<file path="config.mk">
export PLATFORM = sky130hd
export DESIGN_NAME = ahb_lite_fir_master_flat
export DESIGN_NICKNAME = d
export VERILOG_FILES = /design/src/rtl/ahb_lite_fir_master_if.sv /design/src/rtl/ahb_lite_fir_master.sv /design/src/flat_wrapper.sv
export SDC_FILE = /design/constraint.sdc
export NUM_CORES = 1
export LEC_CHECK = 0
export BUFFER_PORTS_ARGS = -buffer_cell sky130_fd_sc_hd__buf_2
export CELL_PAD_IN_SITES_DETAIL_PLACEMENT = 1
export CELL_PAD_IN_SITES_GLOBAL_PLACEMENT = 2
export CORE_ASPECT_RATIO = 1.1
export CORE_UTILIZATION = 36
export CTS_BUF_LIST = sky130_fd_sc_hd__clkbuf_4
export CTS_CLUSTER_DIAMETER = 80
export DETAILED_ROUTE_END_ITERATION = 6
export PLACE_DENSITY_LB_ADDON = 0.05
export SKIP_CTS_REPAIR_TIMING = 1
export SYNTH_ARGS = -nofsm -noshare
export SYNTH_HDL_FRONTEND = slang
export SYNTH_SLANG_ARGS = --single-unit
</file>
<file path="constraint.sdc">
create_clock -name clk -period 7.2 [get_ports clk]
set_clock_uncertainty 0.15 [all_clocks]
set_input_delay 1.44 -clock clk [delete_from_list [all_inputs] [get_ports clk]]
set_output_delay 1.44 -clock clk [all_outputs]
set_load 0.01 [all_outputs]
</file>
<file path="src/rtl/ahb_lite_fir_master_if.sv">
// AHB-Lite bus between the FIR master and the FIR peripheral's slave port.
interface ahb_lite_fir_master_if;
  logic        hsel;
  logic [3:0]  haddr;
  logic [1:0]  htrans;
  logic        hsize;
  logic        hwrite;
  logic [15:0] hwdata;
  logic [15:0] hrdata;
  logic        hresp;

  modport master (
    output hsel, haddr, htrans, hsize, hwrite, hwdata,
    input  hrdata, hresp
  );

  modport slave (
    input  hsel, haddr, htrans, hsize, hwrite, hwdata,
    output hrdata, hresp
  );
endinterface

</file>
<file path="src/rtl/ahb_lite_fir_master.sv">
// AHB-Lite initiator for the 16-bit FIR peripheral: coefficient loads, sample writes, status polls, result reads.
// Optional macro FIR_MASTER_TIMEOUT_EN bounds each poll loop to POLL_LIMIT status reads.
module ahb_lite_fir_master #(
  parameter int POLL_LIMIT = 255
) (
  input  logic        clk,
  input  logic        n_rst,
  input  logic        coeff_load,
  input  logic [15:0] coeff0,
  input  logic [15:0] coeff1,
  input  logic [15:0] coeff2,
  input  logic [15:0] coeff3,
  output logic        load_busy,
  output logic        load_done,
  input  logic        sample_valid,
  input  logic [15:0] sample_data,
  output logic        sample_ready,
  output logic        result_valid,
  output logic [15:0] result_data,
  output logic        result_err,
  output logic        bus_err,
  output logic        timeout,
  input  logic        err_clear,
  ahb_lite_fir_master_if.master ahb
);
  typedef enum logic [2:0] {
    ST_IDLE, ST_C_WR, ST_C_CONF, ST_C_POLL, ST_S_WR, ST_S_POLL, ST_S_READ, ST_ERROR
  } state_t;

  state_t      state_reg, state_next;
  logic        phase_reg, phase_next;  // 0 = address phase, 1 = data phase
  logic [1:0]  idx_reg, idx_next;
  logic [15:0] coeff_in [4];
  logic [15:0] coeff_reg [4];
  logic [15:0] sample_reg;
  logic        stat_err_reg;
  logic [15:0] result_data_reg;
  logic        result_err_reg;
  logic        result_valid_reg;
  logic        load_done_reg;
  logic        bus_err_reg;

  logic accept_coeff, accept_sample, set_result, set_err, clr_err, cap_stat;
  logic poll_more, poll_hit, load_done_next;
  logic xfer, addr_ph, data_ph;
  logic [3:0]  xfer_addr;
  logic        xfer_write;
  logic [15:0] xfer_wdata;

  assign coeff_in[0] = coeff0;
  assign coeff_in[1] = coeff1;
  assign coeff_in[2] = coeff2;
  assign coeff_in[3] = coeff3;

  always_comb begin
    state_next     = state_reg;
    phase_next     = phase_reg;
    idx_next       = idx_reg;
    accept_coeff   = 1'b0;
    accept_sample  = 1'b0;
    set_result     = 1'b0;
    set_err        = 1'b0;
    clr_err        = 1'b0;
    cap_stat       = 1'b0;
    poll_more      = 1'b0;
    load_done_next = 1'b0;
    unique case (state_reg)
      ST_IDLE: begin
        if (coeff_load) begin
          accept_coeff = 1'b1;
          state_next   = ST_C_WR;
          phase_next   = 1'b0;
          idx_next     = 2'd0;
        end else if (sample_valid) begin
          accept_sample = 1'b1;
          state_next    = ST_S_WR;
          phase_next    = 1'b0;
        end
      end
      ST_ERROR: begin
        if (err_clear) begin
          clr_err    = 1'b1;
          state_next = ST_IDLE;
        end
      end
      default: begin
        if (!phase_reg) begin
          phase_next = 1'b1;
        end else begin
          phase_next = 1'b0;
          if (ahb.hresp) begin
            set_err    = 1'b1;
            state_next = ST_ERROR;
          end else begin
            case (state_reg)
              ST_C_WR: begin
                if (idx_reg == 2'd3) state_next = ST_C_CONF;
                else                 idx_next   = idx_reg + 2'd1;
              end
              ST_C_CONF: state_next = ST_C_POLL;
              ST_C_POLL: begin
                if (ahb.hrdata == 16'h0000) begin
                  state_next     = ST_IDLE;
                  load_done_next = 1'b1;
                end else begin
                  poll_more = 1'b1;
                end
              end
              ST_S_WR: state_next = ST_S_POLL;
              ST_S_POLL: begin
                cap_stat = 1'b1;
                if (!ahb.hrdata[0]) state_next = ST_S_READ;
                else                poll_more  = 1'b1;
              end
              ST_S_READ: begin
                state_next = ST_IDLE;
                set_result = 1'b1;
              end
              default: ;
            endcase
            // A poll loop that has used its budget stops instead of issuing another read
            if (poll_more && poll_hit) begin
              set_err    = 1'b1;
              state_next = ST_ERROR;
            end
          end
        end
      end
    endcase
  end

  always_ff @(posedge clk) begin
    if (!n_rst) begin
      state_reg        <= ST_IDLE;
      phase_reg        <= 1'b0;
      idx_reg          <= 2'd0;
      sample_reg       <= '0;
      stat_err_reg     <= 1'b0;
      result_data_reg  <= '0;
      result_err_reg   <= 1'b0;
      result_valid_reg <= 1'b0;
      load_done_reg    <= 1'b0;
      bus_err_reg      <= 1'b0;
      for (int i = 0; i < 4; i++) coeff_reg[i] <= '0;
    end else begin
      state_reg        <= state_next;
      phase_reg        <= phase_next;
      idx_reg          <= idx_next;
      result_valid_reg <= set_result;
      load_done_reg    <= load_done_next;
      if (accept_coeff) begin
        for (int i = 0; i < 4; i++) coeff_reg[i] <= coeff_in[i];
      end
      if (accept_sample) sample_reg <= sample_data;
      if (cap_stat) stat_err_reg <= ahb.hrdata[8];
      if (set_result) begin
        result_data_reg <= ahb.hrdata;
        result_err_reg  <= stat_err_reg;
      end
      if (clr_err)      bus_err_reg <= 1'b0;
      else if (set_err) bus_err_reg <= 1'b1;
    end
  end

`ifdef FIR_MASTER_TIMEOUT_EN
  localparam int PCW = (POLL_LIMIT < 2) ? 1 : $clog2(POLL_LIMIT + 1);
  logic [PCW-1:0] poll_cnt_reg;
  logic           timeout_reg;

  // Counter holds 1 outside the loop so it already counts the first read on entry
  always_ff @(posedge clk) begin
    if (!n_rst) begin
      poll_cnt_reg <= PCW'(1);
      timeout_reg  <= 1'b0;
    end else begin
      if (!(state_reg inside {ST_C_POLL, ST_S_POLL})) poll_cnt_reg <= PCW'(1);
      else if (poll_more && !poll_hit)                poll_cnt_reg <= poll_cnt_reg + 1'b1;
      if (clr_err)                    timeout_reg <= 1'b0;
      else if (poll_more && poll_hit) timeout_reg <= 1'b1;
    end
  end

  assign poll_hit = (poll_cnt_reg == PCW'(POLL_LIMIT));
  assign timeout  = timeout_reg;
`else
  localparam int unused_poll_limit = POLL_LIMIT;
  assign poll_hit = 1'b0;
  assign timeout  = 1'b0;
`endif

  assign xfer    = state_reg inside {ST_C_WR, ST_C_CONF, ST_C_POLL, ST_S_WR, ST_S_POLL, ST_S_READ};
  assign addr_ph = xfer && !phase_reg;
  assign data_ph = xfer && phase_reg;

  always_comb begin
    xfer_addr  = 4'h0;
    xfer_write = 1'b0;
    xfer_wdata = 16'h0000;
    case (state_reg)
      ST_C_WR: begin
        xfer_addr  = 4'h6 + {1'b0, idx_reg, 1'b0};
        xfer_write = 1'b1;
        xfer_wdata = coeff_reg[idx_reg];
      end
      ST_C_CONF: begin
        xfer_addr  = 4'hE;
        xfer_write = 1'b1;
        xfer_wdata = 16'h0001;
      end
      ST_C_POLL: xfer_addr = 4'hE;
      ST_S_WR: begin
        xfer_addr  = 4'h4;
        xfer_write = 1'b1;
        xfer_wdata = sample_reg;
      end
      ST_S_POLL: xfer_addr = 4'h0;
      ST_S_READ: xfer_addr = 4'h2;
      default: ;
    endcase
  end

  assign ahb.hsel   = addr_ph;
  assign ahb.htrans = addr_ph ? 2'b10 : 2'b00;
  assign ahb.haddr  = addr_ph ? xfer_addr : 4'h0;
  assign ahb.hsize  = addr_ph;
  assign ahb.hwrite = addr_ph && xfer_write;
  assign ahb.hwdata = data_ph ? xfer_wdata : 16'h0000;

  assign load_busy    = state_reg inside {ST_C_WR, ST_C_CONF, ST_C_POLL};
  assign load_done    = load_done_reg;
  assign sample_ready = (state_reg == ST_IDLE) && !coeff_load;
  assign result_valid = result_valid_reg;
  assign result_data  = result_data_reg;
  assign result_err   = result_err_reg;
  assign bus_err      = bus_err_reg;
endmodule

</file>
<file path="src/flat_wrapper.sv">
// flat-port wrapper written by rule: the top's interface ports become plain ports
module ahb_lite_fir_master_flat 
#(
  parameter int POLL_LIMIT = 255
)
  (clk, n_rst, coeff_load, coeff0, coeff1, coeff2, coeff3, load_busy, load_done, sample_valid, sample_data, sample_ready, result_valid, result_data, result_err, bus_err, timeout, err_clear, ahb_hsel, ahb_haddr, ahb_htrans, ahb_hsize, ahb_hwrite, ahb_hwdata, ahb_hrdata, ahb_hresp);
  ahb_lite_fir_master_if ahb_i ();
  input  logic clk;
  input  logic n_rst;
  input  logic coeff_load;
  input  logic [15:0] coeff0;
  input  logic [15:0] coeff1;
  input  logic [15:0] coeff2;
  input  logic [15:0] coeff3;
  output logic load_busy;
  output logic load_done;
  input  logic sample_valid;
  input  logic [15:0] sample_data;
  output logic sample_ready;
  output logic result_valid;
  output logic [15:0] result_data;
  output logic result_err;
  output logic bus_err;
  output logic timeout;
  input  logic err_clear;
  output wire logic [$bits(ahb_i.hsel)-1:0] ahb_hsel;
  output wire logic [$bits(ahb_i.haddr)-1:0] ahb_haddr;
  output wire logic [$bits(ahb_i.htrans)-1:0] ahb_htrans;
  output wire logic [$bits(ahb_i.hsize)-1:0] ahb_hsize;
  output wire logic [$bits(ahb_i.hwrite)-1:0] ahb_hwrite;
  output wire logic [$bits(ahb_i.hwdata)-1:0] ahb_hwdata;
  input wire logic [$bits(ahb_i.hrdata)-1:0] ahb_hrdata;
  input wire logic [$bits(ahb_i.hresp)-1:0] ahb_hresp;
  assign ahb_hsel = ahb_i.hsel;
  assign ahb_haddr = ahb_i.haddr;
  assign ahb_htrans = ahb_i.htrans;
  assign ahb_hsize = ahb_i.hsize;
  assign ahb_hwrite = ahb_i.hwrite;
  assign ahb_hwdata = ahb_i.hwdata;
  assign ahb_i.hrdata = ahb_hrdata;
  assign ahb_i.hresp = ahb_hresp;
  ahb_lite_fir_master #(.POLL_LIMIT(POLL_LIMIT)) u_core (.clk(clk), .n_rst(n_rst), .coeff_load(coeff_load), .coeff0(coeff0), .coeff1(coeff1), .coeff2(coeff2), .coeff3(coeff3), .load_busy(load_busy), .load_done(load_done), .sample_valid(sample_valid), .sample_data(sample_data), .sample_ready(sample_ready), .result_valid(result_valid), .result_data(result_data), .result_err(result_err), .bus_err(bus_err), .timeout(timeout), .err_clear(err_clear), .ahb(ahb_i));
endmodule
</file>
==> results of run 1 <==
[cell families after synthesis]
group	after synthesis	synth area share [%]
DFF	109	56.8
AOI/OAI and AO/OA	77	9.74
buffers and inverters	43	4.23
other	1	0.0754
adders and majority gates	2	0.503
muxes	18	7.65
and+or+nand+nor	203	21.0
[tightest hold or removal path, stage by stage, from the launching register on]
cell and delay, ps:
dfxtp_1 340, nand2_1 50, a21oi_1 50
[power by group through the flow]
| stage | registers (uW) | logic [uW] | clock network (uW) |
|---|---|---|---|
| 5_1_grt | 900 | 507 | 320 |
| 6_report | 883 | 456 | 286 |
| 4_1_cts | 883 | 466 | 300 |
| 3_5_place_dp | 898 | 465 | 0 |
| 2_1_floorplan | 847 | 370 | 0 |
| 3_3_place_gp | 890 | 454 | 0 |
[layout make-up]
type / count / share of cell area, %
multi-input combinational: 303 / 33.1
clock buffer: 10 / 1.27
sequential: 109 / 47.8
tap: 184 / 3.90
timing repair buffer: 149 / 12.7
inverter: 7 / 0.445
clock inverter: 6 / 0.805
[worst paths after layout]
path	to	depth (start not counted)	slack, ps	startpoint
setup / recovery	ahb_hwdata[14]	5	2590	u_core.state_reg[0]$_SDFFE_PN0P_
hold / removal	u_core.result_data[12]$_SDFFE_PN0P_	2	320	u_core.result_data[12]$_SDFFE_PN0P_
setup reg to reg	u_core.coeff_reg[3][13]$_SDFFCE_PN0P_	4	4530	u_core.state_reg[0]$_SDFFE_PN0P_
hold reg to reg	u_core.result_data[12]$_SDFFE_PN0P_	2	320	u_core.result_data[12]$_SDFFE_PN0P_
[per-layer routing]
| layer | up-vias | global-route usage, % |
|---|---|---|
| met4 | 2 | 6.95 |
| met5 | - | 0 |
| met1 | 1756 | 21.7 |
| li1 | 1832 | - |
| met2 | 106 | 30.2 |
| met3 | 17 | 3.39 |
[cells in the final DEF, fill, tap and decap left out, drive strengths merged, types with 9 or more instances in the layout]
cell	netlist	final
nand2	77	77
o21ai	9	9
buf	24	149
edfxtp	64	64
dfxtp	45	45
and2	68	68
mux4	16	16
a22oi	15	15
inv	7	9
clkbuf	12	10
a21oi	41	41
nor2	28	28
[per-stage QoR]
step	worst slack, ps	power [uW]	instance area, sq um
after floorplan	3580	1220	4980
after global placement	3250	1340	5790
after detailed placement	3140	1360	5790
after CTS	2560	1650	5910
after global routing	2410	1730	5910
final	2590	1630	5910
[cell usage after synthesis, drive strengths merged]
master   number
a21bo         1
nand4b        1
and4          1
a21o          1
mux4         16
a211oi        1
o211ai        1
conb          1
nand2        77
nor3b         2
o2111ai       1
ha            2
clkbuf       12
a32o          1
o221ai        1
inv           7
mux2i         2
a21boi        1
dfxtp        45
o311a         1
and2         68
nand2b        3
a31oi         2
buf          24
or3           1
or4           2
o21ai         9
nor3          1
and3          1
a21oi        41
edfxtp       64
nor4          6
nand3         5
nor2         28
o31ai         1
nand3b        3
a22oi        15
nor2b         4
==> impl_results.md, run 1 <==
* Site Rows at 44
* Rel. slew slack at 20.8%
* Share of cells above drive strength 1 at 32.7%
* FF+latch area at 2820 sq um
* Fillers at 1560
* Post-DRT Antenna Nets at 0
* Post-route DRC at 0
* Initial DRC count at 169
* P_sw at 554 uW
* WP data arrival at 3020 ps
* Clock tree buffer depth at 2
* Initial antenna violation count at 1
* Worst-margin pin slew at 1180 ps
* Max VDD drop at 0.111 mV
* GRT Util Overall at 17.6%
* Synth Cell Area at 4970 sq um
* Syn Inst Count at 453
* Share of the yosys chip area belonging to registers at 56.8%
* Worst EP required at 5610 ps
* Top routing layer used: met5
* Syn-to-layout area delta at 18.9%
* Internal at 1070 uW
* Routed met1 length at 5330 um
* Crit path max-delay family: simple AND/OR/NAND/NOR gates
* Flop pwr share at 54.3%
* Area of the multi-input gates at 1950 sq um
* Switching portion of total power at 34.1%
* Cell Pwr Density at 275 nW/um^2
* Placed cell count at 752
* Critical Path End Type: output pin
* HP Class: flop to flop
* Final setup vio count at 0
* Worst skew pair latency at 470 ps
* Pins over their slew limit at 0
* WL final at 12300 um
* Yosys warns at 0
* Count of cell types in the netlist at 46
* Setup_tns at 0 ps
* Critical path class: flop to output pin
* Port bufs at 146
* Synth area leaders: edfxtp_1 (39%), dfxtp_1 (18%), and2_1 (8.6%), mux4_2 (7.2%), nand2_1 (5.8%)
* Post-layout min period at 4610 ps
* CP startpoint kind: flop
* Fmax at 0.217 GHz
* Drt wl/cell at 16.0 um
* Status: complete, no violations
* Yosys reg bits at 109
* Syn Area/Cell at 11.0 sq um
* Pleak at 0.00237 uW
* Crit path max fanout at 20
* GP Congestion at 0.790
* Dpl hpwl at 8910 um
* Final nets at 683
* H-tree Lvls at 3
* First-pass GRT wire length at 19200 um
* Worst path bufs/invs at 2
* Drt pass-1 iters at 4
* Max FFs per register at 64
* Via count at 3713
* Vias per cell at 4.83
* Synth area leader: edfxtp_1
* Diode count at 0
* CTS clk-pin slew, worst paths at 170 ps
* TritonCTS Buffers at 9
* CP peak stage delay at 940 ps
* Slowest library cell on the worst path: nor2_1
* Final hold vios at 0
* Vias in the first global route at 3765
* Ports at 150
* CTS Sinks at 109
* Core area at 13300 sq um
* Die Wd at 114 um
* Wire length on met2 at 6060 um
* Finished Core Util at 44.3%
* Max-cap violations at 0
* Synth top area share at 38.7%
* CTS tree: done
* Period utilization at 64.1%
* Die area at 14300 sq um
* Routed wl met3 at 625 um
* RSZ-0062 raised after global routing: no
* Final non-filler cell total at 768
* Starting density of the core at 37.3%
* Die Y at 125 um
* Root buf cell: clkbuf_4
* Largest net degree at the start of global routing at 65
* Comb power frac at 28.1%
* Clock power share at 17.6%
* CP cell instances: inv_1 -> nor2_1 -> a22oi_1 -> nor2_1 -> buf_2
* Grt total ovfl at 0
* Hold slack at 315 ps
* Cell mode on critical path: nor2_1
Power figures use the tool's default switching activity.
==> inputs of run 2 (changes only) <==
Settings changed: CORE_UTILIZATION 36 to 33.
Clock period 7.2 ns to 4.51 ns, I/O delays scaled along.
==> run 2 against run 1 <==
  * Worst setup slack got worse by 2000 ps
  * First-iteration DRC count shrank 7.1%
  * Worst hold slack improved by 0.58 ps
  * Combinational power rose by 61%
  * Die area increased by 8.9%
  * Via count increased by 0.24%
  * Register-to-register slack worse by 2700 ps
  * Non-clock buffer count increased by 2
  * Sequential cell count stayed put
  * Design area grew 0.72%
  * Final cell count grew 1.6%
  * Largest power group unchanged
==> impl_results.md, run 2 (synthesized netlist as in run 1, its figures left out) <==
* Dpl hpwl at 9080 um (+1.8%)
* Rel. slew slack at 33.2% (+12 points)
* Vias in the first global route at 3694 (-1.9%)
* Max-cap violations at 0 (unchanged)
* Ports at 150 (unchanged)
* Post-DRT Antenna Nets at 0 (unchanged)
* Vias per cell at 4.77 (-1.3%)
* Root buf cell: clkbuf_4
* GRT Util Overall at 16.4% (-1.2 points)
* Die Y at 131 um (+4.4%)
* Final hold vios at 0 (unchanged)
* Initial antenna violation count at 2 (+1)
* Critical path class: flop to output pin
* CTS Sinks at 109 (unchanged)
* CP startpoint kind: flop
* TritonCTS Buffers at 9 (unchanged)
* Critical Path End Type: output pin
* Syn-to-layout area delta at 19.7%
* Starting density of the core at 34.1% (-3.2 points)
* CTS tree: done
* R2R Path Start: u_core.state_reg[2]$_SDFFE_PN0P_
* Max VDD drop at 0.186 mV (+66%)
* WP data arrival at 2880 ps (-140 ps)
* Post-route DRC at 0 (unchanged)
* Site Rows at 46 (+4.5%)
* Die Wd at 119 um (+4.4%)
* Setup_tns at 0 ps (unchanged)
* Critical Path Sink: ahb_hwdata[4]
* Die area at 15600 sq um (+8.9%)
* HP Class: flop to flop
* Drt wl/cell at 15.9 um (-0.63%)
* Pins over their slew limit at 0 (unchanged)
* Initial DRC count at 157 (-7.1%)
* Port bufs at 146 (unchanged)
* Worst EP required at 3460 ps (-2150 ps)
* Fmax at 0.255 GHz
* Post-layout min period at 3930 ps
* Period utilization at 87.1%
* Core area at 14600 sq um (+9.3%)
* GP Congestion at 0.746 (-5.6%)
* Worst-margin pin slew at 1000 ps (-184 ps)
* Cell Pwr Density at 443 nW/um^2 (+61%)
* Hold slack at 316 ps (+0.584 ps)
* R2R Path End: u_core.coeff_reg[2][8]$_SDFFCE_PN0P_
* Clock tree buffer depth at 2 (unchanged)
* Largest net degree at the start of global routing at 65 (unchanged)
* Leading cell types in the layout, fill and taps excluded: buf_2 (146), nand2_1 (76), and2_1 (68)
* R2R cell count at 4 (unchanged)
* RSZ-0062 raised after global routing: no
* Total Power at 2630 uW (+62%)
* R2R setup slack at 1790 ps (-2740 ps)
* Max FFs per register at 64 (unchanged)
* Via count at 3722 (+0.24%)
* Crit path max fanout at 22 (+10%)
* Crit path launch: u_core.state_reg[2]$_SDFFE_PN0P_
* Pleak at 0.00238 uW (+0.65%)
* WL final at 12400 um (+0.92%)
* First-pass GRT wire length at 19400 um (+1.1%)
* H-tree Lvls at 3 (unchanged)
* Final nets at 685 (+0.29%)
* Grt total ovfl at 0 (unchanged)
* Drt pass-1 iters at 4 (unchanged)
* Share of cells above drive strength 1 at 32.9% (+0.23 points)
* Final setup vio count at 0 (unchanged)
* Commonest non-fill, non-tap cell in the layout: buf_2
* Worst skew pair latency at 480 ps (about the same)
* Status: complete, no violations
* CTS clk-pin slew, worst paths at 170 ps (about the same)
==> run 2: cell count changes in the layout (fill, tap and decap cells not counted), sizes merged <==
cell,change
clkinv,-2
buf,+2
inv,+3
diode,+2
clkbuf,-1
==> run 2: how the worst min path moves through the flow <==
stage,start,end,slack (ps),cells after the start
after global routing,u_core.result_data[13]$_SDFFE_PN0P_,u_core.result_data[13]$_SDFFE_PN0P_,340,2
after detailed placement,u_core.result_data[9]$_SDFFE_PN0P_,u_core.result_data[9]$_SDFFE_PN0P_,300,2
after floorplan,u_core.stat_err_reg$_SDFFE_PN0P_,u_core.result_err$_SDFFE_PN0P_,280,2
after CTS,u_core.sample_reg[14]$_SDFFE_PN0P_,u_core.sample_reg[14]$_SDFFE_PN0P_,320,2
after global placement,u_core.result_data[9]$_SDFFE_PN0P_,u_core.result_data[9]$_SDFFE_PN0P_,290,2
final,u_core.result_data[13]$_SDFFE_PN0P_,u_core.result_data[13]$_SDFFE_PN0P_,320,2
==> run 2: through the flow <==
step	area [sq um]	worst slack, ps	utilization, %	cells
2_1_floorplan	4980	1430	-	455
3_3_place_gp	5810	1160	39.9	762
3_5_place_dp	5810	1080	39.9	762
4_1_cts	5950	470	40.8	778
5_1_grt	5950	293	40.8	779
6_report	5950	582	40.9	780
==> run 2: cell type report <==
class	instances	area, sq um
fill	1701	8610
tap	192	240
antenna	2	5.00
inverter	7	26.3
clock inverter	7	67.6
sequential	109	2820
clock buffer	9	67.6
multi-input combinational	303	1950
timing repair buffer	151	768
==> run 2: worst max-delay path: stages (launching register included) <==
cell,delay (ps)
dfxtp_1,840
inv_1,310
nor2_2,650
a22oi_1,190
nor2_1,210
buf_2,180
==> run 2: layer usage <==
metal | track usage (%) | up-vias | wire length [um]
li1 | - | 1844 | -
met1 | 20.4 | 1760 | 5570
met2 | 27.9 | 104 | 6050
met3 | 3.21 | 14 | 567
met4 | 7.52 | 0 | 202
met5 | 0 | - | 0
==> run 2: power breakdown <==
| group | internal, uW | switching [uW] | total, uW |
|---|---|---|---|
| Clock | 130 | 360 | 490 |
| Combinational | 308 | 426 | 735 |
| Sequential | 1280 | 129 | 1410 |
